### src/rtl/lstm_seq_ctrl.sv
// Timestep sequencer for the LSTM array: runs NUM_ITERATIONS rounds of
// calculate -> load -> load_h from a single start pulse.
module lstm_seq_ctrl #(
  parameter int NUM            = 45,
  parameter int NUM_ITERATIONS = 8,
  parameter int CALC_CYCLES    = 43,
  parameter int T_W            = 4,
  parameter int C_W            = 8
) (
  input  logic           clk,
  input  logic           rst,
  input  logic           start,
  output logic           busy,
  output logic           done,
  output logic           sel,
  output logic           load,
  output logic           load_h,
  output logic [T_W-1:0] t_idx,
  output logic [C_W-1:0] mac_idx
);

  localparam logic [2:0] S_IDLE  = 3'd0;
  localparam logic [2:0] S_CALC  = 3'd1;
  localparam logic [2:0] S_LOAD  = 3'd2;
  localparam logic [2:0] S_LOADH = 3'd3;
  localparam logic [2:0] S_DONE  = 3'd4;

  // MAC index never runs past the array's input count
  localparam int CALC_LEN =
    (CALC_CYCLES < NUM) ? CALC_CYCLES : NUM;

  localparam logic [C_W-1:0] CALC_END =
    C_W'(CALC_LEN - 1);
  localparam logic [T_W-1:0] T_END =
    T_W'(NUM_ITERATIONS - 1);

  logic [2:0]     state;
  logic [C_W-1:0] cnt;

  always_ff @(posedge clk or negedge rst) begin
    if (!rst) begin
      state <= S_IDLE;
      cnt   <= '0;
      t_idx <= '0;
      sel   <= 1'b0;
    end else begin
      unique case (1'b1)
        (state == S_IDLE): begin
          if (start) begin
            state <= S_CALC;
            cnt   <= '0;
            t_idx <= '0;
            sel   <= 1'b0;
          end
        end
        (state == S_CALC): begin
          if (cnt == CALC_END) begin
            state <= S_LOAD;
            cnt   <= '0;
          end else begin
            cnt <= cnt + 1'b1;
          end
        end
        (state == S_LOAD): begin
          state <= S_LOADH;
        end
        (state == S_LOADH): begin
          if (t_idx == T_END) begin
            state <= S_DONE;
          end else begin
            state <= S_CALC;
            cnt   <= '0;
            t_idx <= t_idx + 1'b1;
            sel   <= 1'b1;
          end
        end
        (state == S_DONE): begin
          state <= S_IDLE;
        end
        default: begin
          state <= S_IDLE;
        end
      endcase
    end
  end

  assign busy    = (state != S_IDLE);
  assign done    = (state == S_DONE);
  assign load    = (state == S_LOAD);
  assign load_h  = (state == S_LOADH);
  assign mac_idx = (state == S_CALC) ? cnt : '0;

endmodule

### config.mk
export PLATFORM = sky130hd
export DESIGN_NAME = lstm_seq_ctrl
export DESIGN_NICKNAME = d
export VERILOG_FILES = /design/src/rtl/lstm_seq_ctrl.sv
export SDC_FILE = /design/constraint.sdc
export NUM_CORES = 1
export LEC_CHECK = 0
export BUFFER_PORTS_ARGS = -buffer_cell sky130_fd_sc_hd__buf_2
export CORE_MARGIN = 4
export CORE_UTILIZATION = 47
export DETAILED_ROUTE_END_ITERATION = 8
export PLACE_DENSITY = 0.73
export SLEW_MARGIN = 20
export SYNTH_ARGS = -nofsm -noshare
export SYNTH_HDL_FRONTEND = slang
export SYNTH_SLANG_ARGS = --single-unit
### constraint.sdc
create_clock -name clk -period 1.7 [get_ports clk]
set_clock_uncertainty 0.2 [all_clocks]
set_input_delay 0.085 -clock clk [delete_from_list [all_inputs] [get_ports clk]]
set_output_delay 0.085 -clock clk [all_outputs]
set_load 0.01 [all_outputs]
# Word level (Yosys, flattened, before mapping)
# Index checks and enable logic that the tools add are counted.
# Widths: inputs -> output; s select.
# totals
register_bits	16
inputBits	3
out_inout_bits	17
word_cells	37
# op_classes
n_addsub	2
n_eq_ne	9
n_mux	15
reduce_logical	7
# op_table
cell	count
$mux 8	4
$pmux 8 s3	1
$pmux 3 s4	1
$mux 3	3
$add 8x1->8 const B	1
$eq 8x6->1 const B	1
$mux 4	2
$pmux 4 s2	1
$eq 3x2->1 const B	2
$ne 2x2->1 const B	3
$reduce_and 3->1	2
$reduce_bool 3->1	2
$add 4x1->4 const B	1
$eq 4x3->1 const B	1
$eq 3x1->1 const B	1
$eq 3x3->1 const B	1
$logic_not 3->1	1
$mux 1	2
$pmux 1 s2	1
$reduce_and 2->1	1
$reduce_bool 2->1	1

# Longest topological paths before layout
# Gate-level depths: netlist of run 1.
# logic_depth
ltp_word	3
depth_mapped	7
mapped_depth_nobuf	6

# Worst setup path before layout of run 1
# OpenSTA, ideal clock, no wires.
# synth_path
path_type	reg2reg
startpoint	register t_idx[0]
endpoint	register cnt[7]
setup_ns	0.144
arrival_ns	1.424
required_ns	1.356
slack_ns	-0.067
path_stages_with_launch	6
n_path_buf	0
synth_period_minus_slack_ns	1.767
path_cell_list	dfrtp_1 ha_1 nand3b_1 nand2_1 a21oi_1 o221ai_1
# synth_between
elab_chain_len	3
# synth_rtl
item	line	source
start, declared	18	output logic [T_W-1:0] t_idx,
start signal, assigned	73	t_idx <= t_idx + 1'b1;
$eq 4x3->1	68	if (t_idx == T_END) begin
$ne 2x2->1 (no source line)	n/a	
$reduce_and 3->1 (no source line)	n/a	
end signal, assigned	61	cnt <= cnt + 1'b1;
end, declared	38	logic [C_W-1:0] cnt;
# Every way passes these cells.
# A chain may end at the register's enable or synchronous reset.

# Worst setup path in the final report of run 1
# layout_path
startpoint	register state[1]
endpoint	output mac_idx[0]
# layout_between
elab_chain_len	2
# layout_rtl
item	line	source
start, declared	37	logic [2:0] state;
start signal, assigned	42	state <= S_IDLE;
start signal, assigned	50	state <= S_CALC;
start signal, assigned	58	state <= S_LOAD;
$eq 3x1->1	91	assign mac_idx = (state == S_CALC) ? cnt : '0;
$mux 8	91	
end, declared	19	output logic [C_W-1:0] mac_idx
# Every way passes these cells.

==> results of run 1 <==
==> kinds of logic after synthesis <==
| family | after synthesis |
|---|---|
| flops | 16 |
| compound gates | 25 |
| fa+ha+maj | 3 |
| buf+inv | 12 |
| xor+xnor | 1 |
| simple gates | 43 |
==> power by group through the flow <==
stage,Clock (mW),Sequential [mW],Combinational (mW)
2_1_floorplan,0,0.388,0.000537
3_3_place_gp,0,0.388,0.0113
3_5_place_dp,0,0.388,0.0113
4_1_cts,0.261,0.380,0.0148
5_1_grt,0.282,0.380,0.0165
6_report,0.258,0.380,0.0142
==> cell type report <==
class,instances,area [um2],area share
Timing Repair Buffer,37,239,0.190
Clock buffer,4,36.3,0.0289
Multi-Input combinational cell,73,514,0.410
Inverter,8,30.0,0.0239
Sequential cell,16,404,0.322
Tap cell,25,31.3,0.0249
==> cells in the mapped netlist <==
library cell,n,area share
inv_1,6,0.024
nand2b_1,2,0.014
nand2_1,10,0.041
ha_1,3,0.041
a31oi_1,5,0.034
and4_1,1,0.0095
nor3b_1,3,0.024
o21bai_1,1,0.0081
o21ai_0,6,0.032
a221o_1,1,0.011
a22oi_2,1,0.014
o221ai_1,1,0.0095
o22ai_1,1,0.0068
a21boi_2,1,0.012
nor3b_2,1,0.014
and3_1,2,0.014
clkbuf_1,2,0.0081
dfrtp_1,16,0.43
a21oi_1,5,0.027
nand3b_2,1,0.012
and2_1,10,0.068
nand3b_1,1,0.0081
a41oi_1,1,0.0095
nand2_2,1,0.0068
nand3_1,4,0.022
inv_2,2,0.0081
nor4bb_1,1,0.011
nor2_1,4,0.016
xnor2_1,1,0.0095
a32o_1,1,0.011
buf_6,2,0.024
nor3_1,2,0.011
o41ai_1,1,0.0095
==> metal layers <==
layer	up-vias	GRT usage	wire length, um
li1	432	-	-
met1	440	0.198	947
met2	29	0.316	1240
met3	2	0.0541	116
met4	0	0.0426	23
met5	-	0	0
==> worst register-to-register path: stages, from the launching register on <==
cell      delay, ns
dfrtp_1        0.38
inv_1          0.06
ha_1           0.13
nor4bb_4       0.36
a21boi_2       0.17
a21oi_1        0.19
a31oi_1        0.06
==> worst paths after layout <==
check,to,cells after the start
max in group asynchronous,state[2],2
min in group clk,sel,2
setup / recovery,mac_idx[0],4
setup reg to reg,cnt[2],6
hold reg to reg,sel,2
hold / removal,cnt[2],2
==> metrics by stage <==
step,instance area (um2),hold WS (ns)
3_3_place_gp,1100,-0.177
4_1_cts,1200,0.0412
2_1_floorplan,930,-0.411
6_report,1250,0.0344
5_1_grt,1250,0.0636
3_5_place_dp,1100,-0.179
==> what timing repair did <==
action | CTS | global route
endpoints found under the setup margin | 19 | 20
buffers inserted | 2 | 4
hold endpoints to repair | 19 | 0
pin swaps | 3 | 2
cloned | 1 | 0
hold buffers | 2 | 0
resized for setup | 6 | 5
==> state kept, by name, summed over array words and instances, names as in the netlist <==
signal	flops
cnt	8
t_idx	4
sel	1
state	3
==> reports/metrics.csv, run 1 <==
stage;metric;value;unit
status;status;finished, violations left;
status;violated checks;negative setup slack;
critical_path;CP max FO;10;
sta;setup ws final;-0.0349;ns
yosys;Cell variety after synth;33;
power_and_ir_drop;Gate power share;0.022;
detailed_routing;Vias/cell;5.54;
detailed_routing;drt wl/cell;14.3;um
yosys;Seq/Total Area, Yosys;0.432;
sta;Hold Vio Cnt, Final;0;
clock_network;Clock transition at path regs;0.10;ns
critical_path;Req. time, crit path;1.41;ns
placed_design;Port-buffer cells;19;
sta;Slew headroom;0.753;
worst_hold_path;Hold Path Class;input port to asynchronous set/reset pin;
grt;initial antenna violation count;0;
yosys;Synth Area in Adders;0.0405;
power_and_ir_drop;Sequential Power Share;0.583;
clock_network;CTS tree;done;
placed_design;Routability Congestion;0.769;
power_and_ir_drop;Sw Pwr;0.137;mW
grt;vias in the first global route;841;
flow_run;Max Cap Violations;0;
yosys;synthesized flop and latch total;16;
floorplanning;Die Y;52.4;um
critical_path;CP Buf/Inv Count;2;
grt;gr usage total;0.175;
critical_path;CP startpoint;state[1];
floorplanning;full die area;2740;um2
yosys;Gate Count Post-Synth;100;
detailed_routing;Vias;903;
finish;fin nets;145;
critical_path;CP endpoint kind;primary output;
detailed_routing;final WL;2330;um
finish;layout cells sized above 1;0.399;
power_and_ir_drop;worst ir drop on vdd;0.000488;V
power_and_ir_drop;Power Density;520;nW/um2
power_and_ir_drop;part of the power in the clock network;0.395;
sta;Final Max Tran Viols;0;
clock_network;CTS sink cnt;16;
yosys;Post-Syn Area per Cell;9.26;um2
power_and_ir_drop;Sw Share;0.210;
clock_network;clock buffer depth;2;
critical_path;CP peak stage delay;0.48;ns
power_and_ir_drop;Total Power;0.652;mW
sta;final setup vio count;6;
yosys;mapped cell area;926;um2
critical_path;path type of the worst setup path;flop to primary output;
finish;Fillers;148;
floorplanning;boundary pin count;20;
clock_network;CTS Root Cell;clkbuf_4;
yosys;Synth Area in Compound Gates;0.184;
detailed_routing;Iter 0 DRT Violations;24;
yosys;Syn Nets;106;
critical_path;delay-heaviest family, CP;flip-flops;
yosys;mux contribution to synthesized area;0;
yosys;Ys Warns;0;
clock_network;Num CTS Buffers;3;
finish;synth-to-layout area growth;35.5;%
finish;fin cells;163;
sta;final critical-path share of the clock period;1.02;
sta;RSZ-0062 raised after global routing;yes;
detailed_routing;DRC violations left;0;
grt;first-pass GRT wire length;3610;um
finish;commonest non-fill, non-tap cells in the layout;buf_2, buf_4, dfrtp_1, and2_1, nand2_1;
critical_path;crit path cell chain;nor3b_4 -> buf_6 -> and2_1 -> buf_2;
critical_path;Worst EP arrival;1.45;ns
sta;Worst Max-Slew Pin Slew;0.370;ns
yosys;area share of xor/xnor cells in the synthesized design;0.00946;
sta;Setup TNS;-0.0522;ns
sta;fmax;576;MHz
floorplanning;core area;1800;um2
grt;largest net degree at the start of global routing;17;
floorplanning;initial core utilization;0.514;
yosys;largest family of logic cells by synthesized area;simple AND/OR/NAND/NOR gates;
critical_path;slowest CP cell;dfrtp_2;
power_and_ir_drop;Internal;0.516;mW
detailed_routing;ANT nets after route;0;
finish;most common cell after layout, fill and taps aside;buf_2;
critical_path;worst flop-to-flop path startpoint;cnt[0];
clock_network;clk_lat worst skew;0.29;ns
detailed_routing;DRT Pass-1 Iters;6;
finish;fin util;0.697;
placed_design;post-place setup slack;-0.0961;ns
power_and_ir_drop;leakage power;0.602;nW
placed_design;Cells after DPL;150;
placed_design;Final HPWL DP;1470;um
grt;grt ovf;0;
floorplanning;die width;52.4;um
finish;ant diodes;0;
clock_network;CTS H-tree lvls;1;
critical_path;startpoint class of the critical path;flop;
yosys;Simple-Gate Fraction of Synth Area;0.269;
critical_path;r2r setup slk;0.04;ns
floorplanning;# rows;15;
sta;min Tclk post-route;1.73;ns
(Power assumes the default switching activity.)
==> run 2: changes to the inputs <==
Settings changed: CORE_UTILIZATION 47 to 56, PLACE_DENSITY 0.73 to 0.82.
Clock period 1.7 ns to 2 ns, I/O delays scaled along.
==> run 2 against run 1 <==
The run now ends clean; worst setup slack gained 0.24 ns; sequential share of layout area increased by 4.8 points; count of clock-buffer cells in the layout stayed put; critical path depth is 2 higher; cell count fell by 15%; global-route usage shrank 0.30 points; first-iteration DRC count is 46% lower; clock power down 17%; routed wire length fell by 18%; combinational power down 17%; hold slack improved by 0.045 ns; critical endpoint is now cnt[2].
==> reports/metrics.csv, run 2 (synthesized netlist as in run 1, its figures left out) <==
stage;metric;value;unit
sta;RSZ-0062 raised after global routing;no;
grt;largest net degree at the start of global routing;17;
floorplanning;# rows;14;
finish;most flop-heavy register;cnt;
sta;Worst Max-Slew Pin Slew;0.462;ns
critical_path;Setup crit end;cnt[2];
grt;grt ovf;0;
finish;layout cells sized above 1;0.260;
critical_path;slowest CP cell;dfrtp_1;
clock_network;CTS Root Cell;clkbuf_4;
finish;largest registers;cnt: 8 flops, t_idx: 4 flops, state: 3 flops;
floorplanning;initial core utilization;0.601;
grt;initial antenna violation count;0;
sta;Slew headroom;0.690;
clock_network;Post-CTS Setup Inserts;0;
worst_hold_path;Hold Path Class;input port to asynchronous set/reset pin;
floorplanning;full die area;2370;um2
detailed_routing;drt wl/cell;13.7;um
detailed_routing;Iter 0 DRT Violations;13;
flow_run;Max Cap Violations;0;
placed_design;Final HPWL DP;1370;um
detailed_routing;ANT nets after route;0;
detailed_routing;Vias/cell;5.57;
clock_network;Clock transition at path regs;0.09;ns
critical_path;crit path cell chain;inv_1 -> ha_1 -> nor4bb_1 -> a21boi_2 -> nand2b_1 -> a31oi_1;
critical_path;R2R depth;6;
critical_path;Worst EP arrival;1.81;ns
critical_path;CP endpoint kind;flop;
power_and_ir_drop;worst ir drop on vdd;0.000532;V
floorplanning;core area;1540;um2
sta;Setup TNS;0;ns
floorplanning;Die Y;48.7;um
finish;max reg flops;8;
status;status;finished, final reports clean;
sta;Hold Vio Cnt, Final;0;
power_and_ir_drop;leakage power;0.525;nW
critical_path;path type of the worst setup path;flop to flop;
finish;most common cell after layout, fill and taps aside;buf_2;
clock_network;CTS tree;done;
critical_path;Crit Reg-Reg Endpoint;cnt[2];
detailed_routing;DRT Pass-1 Iters;4;
finish;commonest non-fill, non-tap cells in the layout;buf_2, dfrtp_1, and2_1, nand2_1;
finish;fin util;0.702;
clock_network;clk_lat worst skew;0.28;ns
placed_design;post-place setup slack;0.217;ns
floorplanning;die width;48.7;um
placed_design;Routability Congestion;0.828;
grt;first-pass GRT wire length;3260;um
critical_path;Req. time, crit path;2.01;ns
power_and_ir_drop;Power Density;506;nW/um2
power_and_ir_drop;Total Power;0.548;mW
critical_path;r2r setup slk;0.20;ns
clock_network;CTS sink cnt;16;
sta;min Tclk post-route;1.80;ns
detailed_routing;final WL;1900;um
finish;fin nets;130;
critical_path;CP peak stage delay;0.44;ns
sta;final setup vio count;0;
critical_path;startpoint class of the critical path;flop;
sta;setup ws final;0.201;ns
critical_path;worst flop-to-flop path startpoint;cnt[0];
grt;vias in the first global route;705;
finish;synth-to-layout area growth;16.9;%
floorplanning;boundary pin count;20;
sta;Final Max Tran Viols;0;
clock_network;clock buffer depth;2;
critical_path;delay-heaviest family, CP;compound AO/OA/AOI/OAI gates;
critical_path;CP Buf/Inv Count;1;
detailed_routing;DRC violations left;0;
grt;gr usage total;0.172;
clock_network;Num CTS Buffers;3;
detailed_routing;Vias;774;
finish;ant diodes;0;
sta;fmax;556;MHz
placed_design;Port-buffer cells;19;
critical_path;CP max FO;11;
critical_path;Critical Path Stages;6;
sta;final critical-path share of the clock period;0.899;
clock_network;CTS H-tree lvls;1;
critical_path;CP startpoint;cnt[0];
[run 2: power breakdown]
part           switching, mW  internal (mW)  leakage, nW
registers                  0          0.323        0.189
clock network          0.102          0.111       0.0210
logic                0.00763        0.00421        0.316
[run 2: worst register-to-register path, cell delays in order (launching register included)]
cell      delay [ns]
dfrtp_1         0.44
inv_1           0.06
ha_1            0.18
nor4bb_1        0.14
a21boi_2        0.41
nand2b_1        0.10
a31oi_1         0.18
[run 2: how the worst min path moves through the flow]
stage               from  endpoint  slack, ns  depth (start not counted)
finish               rst    cnt[6]       0.08                          2
global route         rst    cnt[6]       0.09                          2
CTS                  rst    cnt[6]       0.05                          2
detailed placement   rst    cnt[6]      -0.17                          1
global placement     rst    cnt[6]      -0.18                          1
floorplan            rst    cnt[0]      -0.40                          0
[run 2: timing repair]
item / in CTS / in global routing
resized for setup: 0 / 0
endpoints found under the hold margin: 18 / 0
hold buffers: 2 / 0
[run 2: routing by layer]
layer,global-route usage,vias up,share of wire
met2,0.267,25,0.47
met5,0,-,0
met1,0.233,347,0.47
met4,0.0583,0,0.0047
met3,0.0429,2,0.053
li1,-,400,-
[run 2: cell type report]
type,count,area [um2]
Sequential cell,16,400
Inverter,8,30.0
Multi-Input combinational cell,72,465
Tap cell,16,20.0
Clock buffer,4,36.3
Fill cell,124,459
Timing Repair Buffer,23,130
[run 2: stage by stage]
step	hold slack, ns	cell area [um2]	instances
after floorplan	-0.396	926	100
after global placement	-0.176	1030	133
after detailed placement	-0.171	1030	133
after CTS	0.0515	1080	139
after global routing	0.0910	1080	139
final	0.0791	1080	139
